$ cat src/rtl/ram_port_ctrl_if.sv
// ram_port_ctrl_if
//   Request/response bus between a requester and the RAM port controller.
//   Signals:
//     req_valid  requester -> ctrl  request present
//     req_ready  ctrl -> requester  controller can accept a request
//     req_wr     requester -> ctrl  1 = write, 0 = read
//     req_addr   requester -> ctrl  request address (AW bits)
//     req_wdata  requester -> ctrl  write data (DW bits)
//     rsp_valid  ctrl -> requester  read data available
//     rsp_ready  requester -> ctrl  requester takes the response
//     rsp_data   ctrl -> requester  read data (DW bits)
//   Modports: master = requester side, slave = controller side.
interface ram_port_ctrl_if #(
  parameter int AW = 7,
  parameter int DW = 4
);
  logic          req_valid;
  logic          req_ready;
  logic          req_wr;
  logic [AW-1:0] req_addr;
  logic [DW-1:0] req_wdata;
  logic          rsp_valid;
  logic          rsp_ready;
  logic [DW-1:0] rsp_data;

  modport master (
    output req_valid, req_wr, req_addr, req_wdata, rsp_ready,
    input  req_ready, rsp_valid, rsp_data
  );

  modport slave (
    input  req_valid, req_wr, req_addr, req_wdata, rsp_ready,
    output req_ready, rsp_valid, rsp_data
  );
endinterface

$ cat src/rtl/ram_port_ctrl.sv
// ram_port_ctrl
//   Single-port RAM controller. Accepts one read or write request at a time
//   from the request bus, drives the RAM for exactly one cycle, and returns
//   read data through a valid/ready response held until taken. Keeps
//   saturating counts of completed writes and reads.
//   Ports:
//     clk        single clock, all state on posedge
//     rst        synchronous active-high reset
//     bus        request/response bus (slave side)
//     ram_enb    RAM write enable (0 selects a read cycle)
//     ram_addr   RAM address
//     ram_wdata  RAM write data
//     ram_rdata  RAM read data, updated by the RAM on negedge while ram_enb=0
//     wr_cnt     saturating count of completed writes
//     rd_cnt     saturating count of completed reads
//
//   state | meaning
//   IDLE  | req_ready high, waiting for a request
//   WR    | ram_enb high for one cycle, RAM commits at the closing posedge
//   RD    | read cycle, RAM presents data at mid-cycle negedge
//   RESP  | rsp_valid held with captured data until rsp_ready
module ram_port_ctrl #(
  parameter int AW = 7,
  parameter int DW = 4
) (
  input  logic           clk,
  input  logic           rst,
  ram_port_ctrl_if.slave bus,
  output logic           ram_enb,
  output logic [AW-1:0]  ram_addr,
  output logic [DW-1:0]  ram_wdata,
  input  logic [DW-1:0]  ram_rdata,
  output logic [7:0]     wr_cnt,
  output logic [7:0]     rd_cnt
);

  typedef enum logic [1:0] {
    S_IDLE = 2'd0,
    S_WR   = 2'd1,
    S_RD   = 2'd2,
    S_RESP = 2'd3
  } state_t;

  state_t        state_q;
  logic          req_ready_q;
  logic          rsp_valid_q;
  logic [DW-1:0] rsp_data_q;
  logic          ram_enb_q;
  logic [AW-1:0] ram_addr_q;
  logic [DW-1:0] ram_wdata_q;
  logic [7:0]    wr_cnt_q;
  logic [7:0]    rd_cnt_q;
  logic [7:0]    wr_cnt_d;
  logic [7:0]    rd_cnt_d;

  // Saturating increments: hold at 255 instead of wrapping.
  always_comb begin
    wr_cnt_d = wr_cnt_q;
    rd_cnt_d = rd_cnt_q;
    if (wr_cnt_q != 8'hFF) wr_cnt_d = wr_cnt_q + 8'd1;
    if (rd_cnt_q != 8'hFF) rd_cnt_d = rd_cnt_q + 8'd1;
  end

  always_ff @(posedge clk) begin
    if (rst) begin
      state_q     <= S_IDLE;
      req_ready_q <= 1'b0;
      rsp_valid_q <= 1'b0;
      rsp_data_q  <= '0;
      ram_enb_q   <= 1'b0;
      ram_addr_q  <= '0;
      ram_wdata_q <= '0;
      wr_cnt_q    <= '0;
      rd_cnt_q    <= '0;
    end else begin
      case (state_q)
        S_IDLE: begin
          // req_ready is low for the first IDLE cycle after reset, so the
          // acceptance test must use the registered ready, not the state.
          if (req_ready_q && bus.req_valid) begin
            req_ready_q <= 1'b0;
            ram_addr_q  <= bus.req_addr;
            if (bus.req_wr) begin
              ram_enb_q   <= 1'b1;
              ram_wdata_q <= bus.req_wdata;
              state_q     <= S_WR;
            end else begin
              ram_enb_q <= 1'b0;
              state_q   <= S_RD;
            end
          end else begin
            req_ready_q <= 1'b1;
          end
        end
        S_WR: begin
          ram_enb_q   <= 1'b0;
          wr_cnt_q    <= wr_cnt_d;
          req_ready_q <= 1'b1;
          state_q     <= S_IDLE;
        end
        S_RD: begin
          rsp_data_q  <= ram_rdata;
          rsp_valid_q <= 1'b1;
          rd_cnt_q    <= rd_cnt_d;
          state_q     <= S_RESP;
        end
        S_RESP: begin
          if (bus.rsp_ready) begin
            rsp_valid_q <= 1'b0;
            req_ready_q <= 1'b1;
            state_q     <= S_IDLE;
          end
        end
        default: begin
          ram_enb_q   <= 1'b0;
          rsp_valid_q <= 1'b0;
          req_ready_q <= 1'b0;
          state_q     <= S_IDLE;
        end
      endcase
    end
  end

  assign bus.req_ready = req_ready_q;
  assign bus.rsp_valid = rsp_valid_q;
  assign bus.rsp_data  = rsp_data_q;
  assign ram_enb       = ram_enb_q;
  assign ram_addr      = ram_addr_q;
  assign ram_wdata     = ram_wdata_q;
  assign wr_cnt        = wr_cnt_q;
  assign rd_cnt        = rd_cnt_q;

endmodule
$ cat src/flat_wrapper.sv
// flat-port wrapper written by rule: the top's interface ports become plain ports
module ram_port_ctrl_flat 
#(
  parameter int AW = 7,
  parameter int DW = 4
)
  (clk, rst, ram_enb, ram_addr, ram_wdata, ram_rdata, wr_cnt, rd_cnt, bus_req_valid, bus_req_wr, bus_req_addr, bus_req_wdata, bus_rsp_ready, bus_req_ready, bus_rsp_valid, bus_rsp_data);
  ram_port_ctrl_if #(.AW(AW), .DW(DW)) bus_i ();
  input  logic clk;
  input  logic rst;
  output logic ram_enb;
  output logic [AW-1:0] ram_addr;
  output logic [DW-1:0] ram_wdata;
  input  logic [DW-1:0] ram_rdata;
  output logic [7:0] wr_cnt;
  output logic [7:0] rd_cnt;
  input wire logic [$bits(bus_i.req_valid)-1:0] bus_req_valid;
  input wire logic [$bits(bus_i.req_wr)-1:0] bus_req_wr;
  input wire logic [$bits(bus_i.req_addr)-1:0] bus_req_addr;
  input wire logic [$bits(bus_i.req_wdata)-1:0] bus_req_wdata;
  input wire logic [$bits(bus_i.rsp_ready)-1:0] bus_rsp_ready;
  output wire logic [$bits(bus_i.req_ready)-1:0] bus_req_ready;
  output wire logic [$bits(bus_i.rsp_valid)-1:0] bus_rsp_valid;
  output wire logic [$bits(bus_i.rsp_data)-1:0] bus_rsp_data;
  assign bus_i.req_valid = bus_req_valid;
  assign bus_i.req_wr = bus_req_wr;
  assign bus_i.req_addr = bus_req_addr;
  assign bus_i.req_wdata = bus_req_wdata;
  assign bus_i.rsp_ready = bus_rsp_ready;
  assign bus_req_ready = bus_i.req_ready;
  assign bus_rsp_valid = bus_i.rsp_valid;
  assign bus_rsp_data = bus_i.rsp_data;
  ram_port_ctrl #(.AW(AW), .DW(DW)) u_core (.clk(clk), .rst(rst), .bus(bus_i), .ram_enb(ram_enb), .ram_addr(ram_addr), .ram_wdata(ram_wdata), .ram_rdata(ram_rdata), .wr_cnt(wr_cnt), .rd_cnt(rd_cnt));
endmodule
$ cat config.mk
export PLATFORM = sky130hd
export DESIGN_NAME = ram_port_ctrl_flat
export DESIGN_NICKNAME = d
export VERILOG_FILES = /design/src/rtl/ram_port_ctrl_if.sv /design/src/rtl/ram_port_ctrl.sv /design/src/flat_wrapper.sv
export SDC_FILE = /design/constraint.sdc
export NUM_CORES = 1
export LEC_CHECK = 0
export CAP_MARGIN = 10
export CORE_AREA = 2 2 75 77
export CTS_BUF_LIST = sky130_fd_sc_hd__clkbuf_16
export DETAILED_ROUTE_END_ITERATION = 10
export DIE_AREA = 0 0 77 79
export SLEW_MARGIN = 20
export SYNTH_ARGS = -nofsm -noshare
export SYNTH_HDL_FRONTEND = slang
export SYNTH_SLANG_ARGS = --single-unit
$ cat constraint.sdc
create_clock -name clk -period 1.66 [get_ports clk]
set_clock_uncertainty 0.15 [all_clocks]
set_input_delay 0.415 -clock clk [delete_from_list [all_inputs] [get_ports clk]]
set_output_delay 0.415 -clock clk [all_outputs]
set_load 0.03 [all_outputs]
# --- Yosys cells after proc, flatten, opt, wreduce, memory -nomap -nowiden ---
# Index checks and enable logic that the tools add are counted.
op_classes:
  add_sub_neg: 2
  n_eq_ne: 7
  muxes: 12
  n_reduce_logical: 13
ops:
  columns: ["cell", "count"]
  rows:
  - ["$add 8x1->8 const B", 2]
  - ["$ne 8x8->1 const B", 2]
  - ["$reduce_and 2->1", 7]
  - ["$pmux 2 s4", 1]
  - ["$mux 2", 3]
  - ["$mux 1", 5]
  - ["$eq 2x2->1 const B", 2]
  - ["$pmux 1 s2", 2]
  - ["$reduce_bool 2->1", 2]
  - ["$pmux 1 s3", 1]
  - ["$reduce_and 3->1", 1]
  - ["$reduce_bool 3->1", 1]
  - ["$eq 2x1->1 const B", 1]
  - ["$logic_not 2->1", 1]
  - ["$ne 2x1->1 const B", 1]
  - ["$ne 2x2->1 const B", 1]
  - ["$logic_and 1x1->1", 1]
word_totals:
  register_bits: 36
  output_inout_bits: 34
  wordCells: 43

# --- Logic depth before layout (Yosys ltp) ---
depth:
  word_depth: 3
  ltp_mapped: 6
  depth_no_buf: 5

# --- Worst setup path before layout ---
# Ideal clock, no wire load.
synth_timing:
  path_kind: "register to register"
  start: "register u_core.rd_cnt_q[0] (netlist: u_core.rd_cnt[0])"
  end: "register u_core.rd_cnt_q[1] (netlist: u_core.rd_cnt[1])"
  setup_ns: 0.128
  t_arrival_ns: 1.460
  required_ns: 1.382
  path_slack_ns: -0.077
  stages_incl_launch_ff: 6
  path_buffers: 0
  period_less_slack_ns: 1.737
  cell_sequence: "dfxtp_1 > ha_1 > nand3_1 > o21ai_0 > mux2i_1 > nor2_1"
synth_between:
  elab_chain_len: 2
  word_cells_on_any_way: 3
  classes_between: "add/sub: 1; eq/ne: 1; reduce/logical: 1"
synth_lines:
  columns: ["item", "line_no", "rtl"]
  rows:
  - ["from (decl)", "ram_port_ctrl.sv:52", "logic [7:0] rd_cnt_q;"]
  - ["from (signal assigned)", "ram_port_ctrl.sv:104", "rd_cnt_q <= rd_cnt_d;"]
  - ["parallel branches: the longest is 2 deep, another holds $add 8x1->8", null, null]
# Parallel ways; which one is timed is not known.
# A chain may end at the register's enable or synchronous reset.

# --- Worst setup path after layout ---
layout_timing:
  start: "register u_core.wr_cnt_q[0] (netlist: u_core.wr_cnt[0])"
  end: "output port wr_cnt[0]"
layout_rtl:
  columns: ["item", "line_no", "rtl"]
  rows:
  - ["from (decl)", "ram_port_ctrl.sv:51", "logic [7:0] wr_cnt_q;"]
  - ["from (signal assigned)", "ram_port_ctrl.sv:97", "wr_cnt_q <= wr_cnt_d;"]
  - ["to (decl)", "flat_wrapper.sv:15", "output logic [7:0] wr_cnt;"]
# No word-level cell between the ends.

==> metrics.txt <==
post-route clock period utilization=96.5%; sw frac=24.7%; post-detailed-route via-to-cell ratio=4.52; initial antenna violation count=0; worst path bufs/invs=1; power density over the cells=894 mW/mm^2; Post-synth EDFFs=0; final worst path period need=1.60 ns; Most used DFF post-synth=dfxtp_1; Ports=54; worst path cell trace=dlygate4sd2_1; r2r endpoint=u_core.rd_cnt[5]; HPWL after DPL=2730 um; Final Max Slew Viols=0; synth-to-layout area growth=56.8%; HP Class=reg2reg; Vias=1473; slowest stage cell, crit path=dlygate4sd2_1; CP Capture Type=primary output; Finished Layout Cells=326; IO buf count=53; filler instances=572; H-tree depth=2; NetSw=0.000526 W; commonest cells after routing, fill and taps aside=nand2_1, buf_4, dfxtp_1; status=finished, final reports clean; FF-to-FF path depth=4; Arr. time, crit path=1.04 ns; ant diodes=0; Reg power frac=43.6%; number of global-route vias before repair=1357; Starting DRT DRC Count=22; cell area after layout=0.00238 mm^2; Slowest Stage Delay on Critical Path=0.40 ns; DR DRC count=0; #FFs+latches synth=36; post-CTS repair timing setup buffer count=0; share of layout cells above drive strength 1=18.5%; CTS tree=done; Critical Path End=wr_cnt[0]; Ys Warns=0; CTS sink cnt=36; final hold viol count=0; hold buffers post-CTS=0; Clk pin slew, worst setup/hold paths=0.05 ns; Syn Nets=200; async set-or-reset flop fraction in the synthesized netlist=0%; Worst Path Required=1.09 ns; RSZ-0062 raised after global routing=false; DP Area=0.00227 mm^2; Post-Syn Area per Cell=8.53 um^2; CTS root buf=clkbuf_16; Rel. slew slack=77.8%; Synth Cell Area=0.00152 mm^2; Avg WL per Cell=11.2 um; GR Overflow Total=0; critical path depth=1; CTS resizes=24; CP top delay family=buffers and inverters; Setup violations, final=0; Fin Hold WS=0.298 ns; Final Wtd Congestion=0.783; fin nets=275; Cell variety after synth=37; Rows=27; Hold Path Origin=u_core.ram_wdata[0]; clk buf depth=2; Internal=0.00160 W; Logic pwr share=15.9%; GRT Resource Usage Total=12.2%; Post-Synthesis Cells=178; final antenna-violating net count=0; commonest non-fill, non-tap cell in the layout=nand2_1; first-pass GRT wire length=5940 um; Placed Cells incl. Taps=318; die height=79 um; Critical path origin=u_core.wr_cnt[0]; Crit Reg-Reg Startpoint=u_core.state_q[0]; setup_tns=0 ns; Seq/Total Area, Yosys=47.4%; CTS Buf Count=5; Core Area=0.00534 mm^2; Setup CP Type=reg2out; drt pass-1 iters=4; die area=0.00608 mm^2; Clock power frac=40.5%; Worst-Skew Late Latency=0.28 ns; maxcap violations=0; R2R setup slack=0.10 ns; Max VDD drop=559 uV; Slew @ Worst Pin=0.335 ns; largest net degree at the start of global routing=20; Lkg Pwr=1.05 nW; Startpoint Class=register; initial core utilization=28.5%; final core utilization=44.6%; Die W=77 um; f_max=624 MHz; DRT Wirelength=3660 um; Crit Path Max Fanout=5
[registers in the layout, summed over array words and instances, names as in the netlist]
| signal | flops |
|---|---|
| u_core.ram_addr | 7 |
| u_core.rd_cnt | 8 |
| u_core.bus.rsp_data | 4 |
| u_core.bus.req_ready | 1 |
| u_core.state_q | 2 |
| u_core.wr_cnt | 8 |
| u_core.bus.rsp_valid | 1 |
| u_core.ram_enb | 1 |
| u_core.ram_wdata | 4 |
[kinds of logic after synthesis]
kind of cell	after synthesis	share of synthesized area, %
simple gates	79	26.8
mux	4	2.64
buf+inv	12	3.38
flops	36	47.4
compound gates	41	15.8
fa+ha+maj	2	1.65
xor+xnor	4	2.31
[per-layer routing]
layer | GRT usage, % | vias up | share of wire, %
li1 | - | 776 | -
met1 | 14.7 | 650 | 46
met2 | 19.8 | 39 | 46
met3 | 3.64 | 8 | 5.5
met4 | 6.43 | 0 | 2.0
met5 | 0 | - | 0
[synthesized netlist by cell type, types with 3 or more instances]
cell type / instances / area (um^2)
nand3_1: 8 / 40.0
a311oi_1: 3 / 26.3
mux2i_1: 4 / 40.0
dfxtp_1: 36 / 721
clkbuf_1: 5 / 18.8
nor2_1: 13 / 48.8
inv_1: 4 / 15.0
o21ai_0: 4 / 20.0
and3_1: 3 / 18.8
a21oi_1: 24 / 120
nand2_1: 33 / 124
and4_1: 3 / 26.3
xor2_1: 4 / 35.0
[through the flow]
stage / setup slack, ns / total power (W)
finish: 0.0574 / 0.00213
global route: 0.00981 / 0.00223
CTS: 0.0270 / 0.00217
detailed placement: -0.236 / 0.00131
global placement: -0.223 / 0.00131
floorplan: 0.0112 / 0.00113
[area by class of cell]
class | instances | area (um^2) | share of cell area, %
Clock inverter | 3 | 11.3 | 0.473
Clock buffer | 5 | 125 | 5.25
Tap cell | 72 | 90.1 | 3.78
Sequential cell | 36 | 726 | 30.5
Inverter | 4 | 15.0 | 0.631
Timing Repair Buffer | 76 | 662 | 27.8
Multi-Input combinational cell | 130 | 752 | 31.6
[power by group through the flow]
stage	sequential (W)	combinational, W	clock (W)
after global placement	0.000949	0.000359	0
after CTS	0.000930	0.000341	0.000895
final	0.000929	0.000338	0.000862
after floorplan	0.00101	0.000114	0
after detailed placement	0.000949	0.000361	0
after global routing	0.000933	0.000366	0.000935
[worst min path at each step]
stage,to,slack (ns),depth (start not counted)
after floorplan,u_core.bus.req_ready,0.37,2
after global placement,u_core.bus.rsp_data[3],0.29,2
after detailed placement,u_core.ram_addr[6],0.30,2
after CTS,u_core.ram_addr[6],0.30,2
after global routing,u_core.ram_wdata[0],0.32,2
final,u_core.ram_wdata[0],0.30,2
Note: power is estimated with default switching activity, not from simulation.
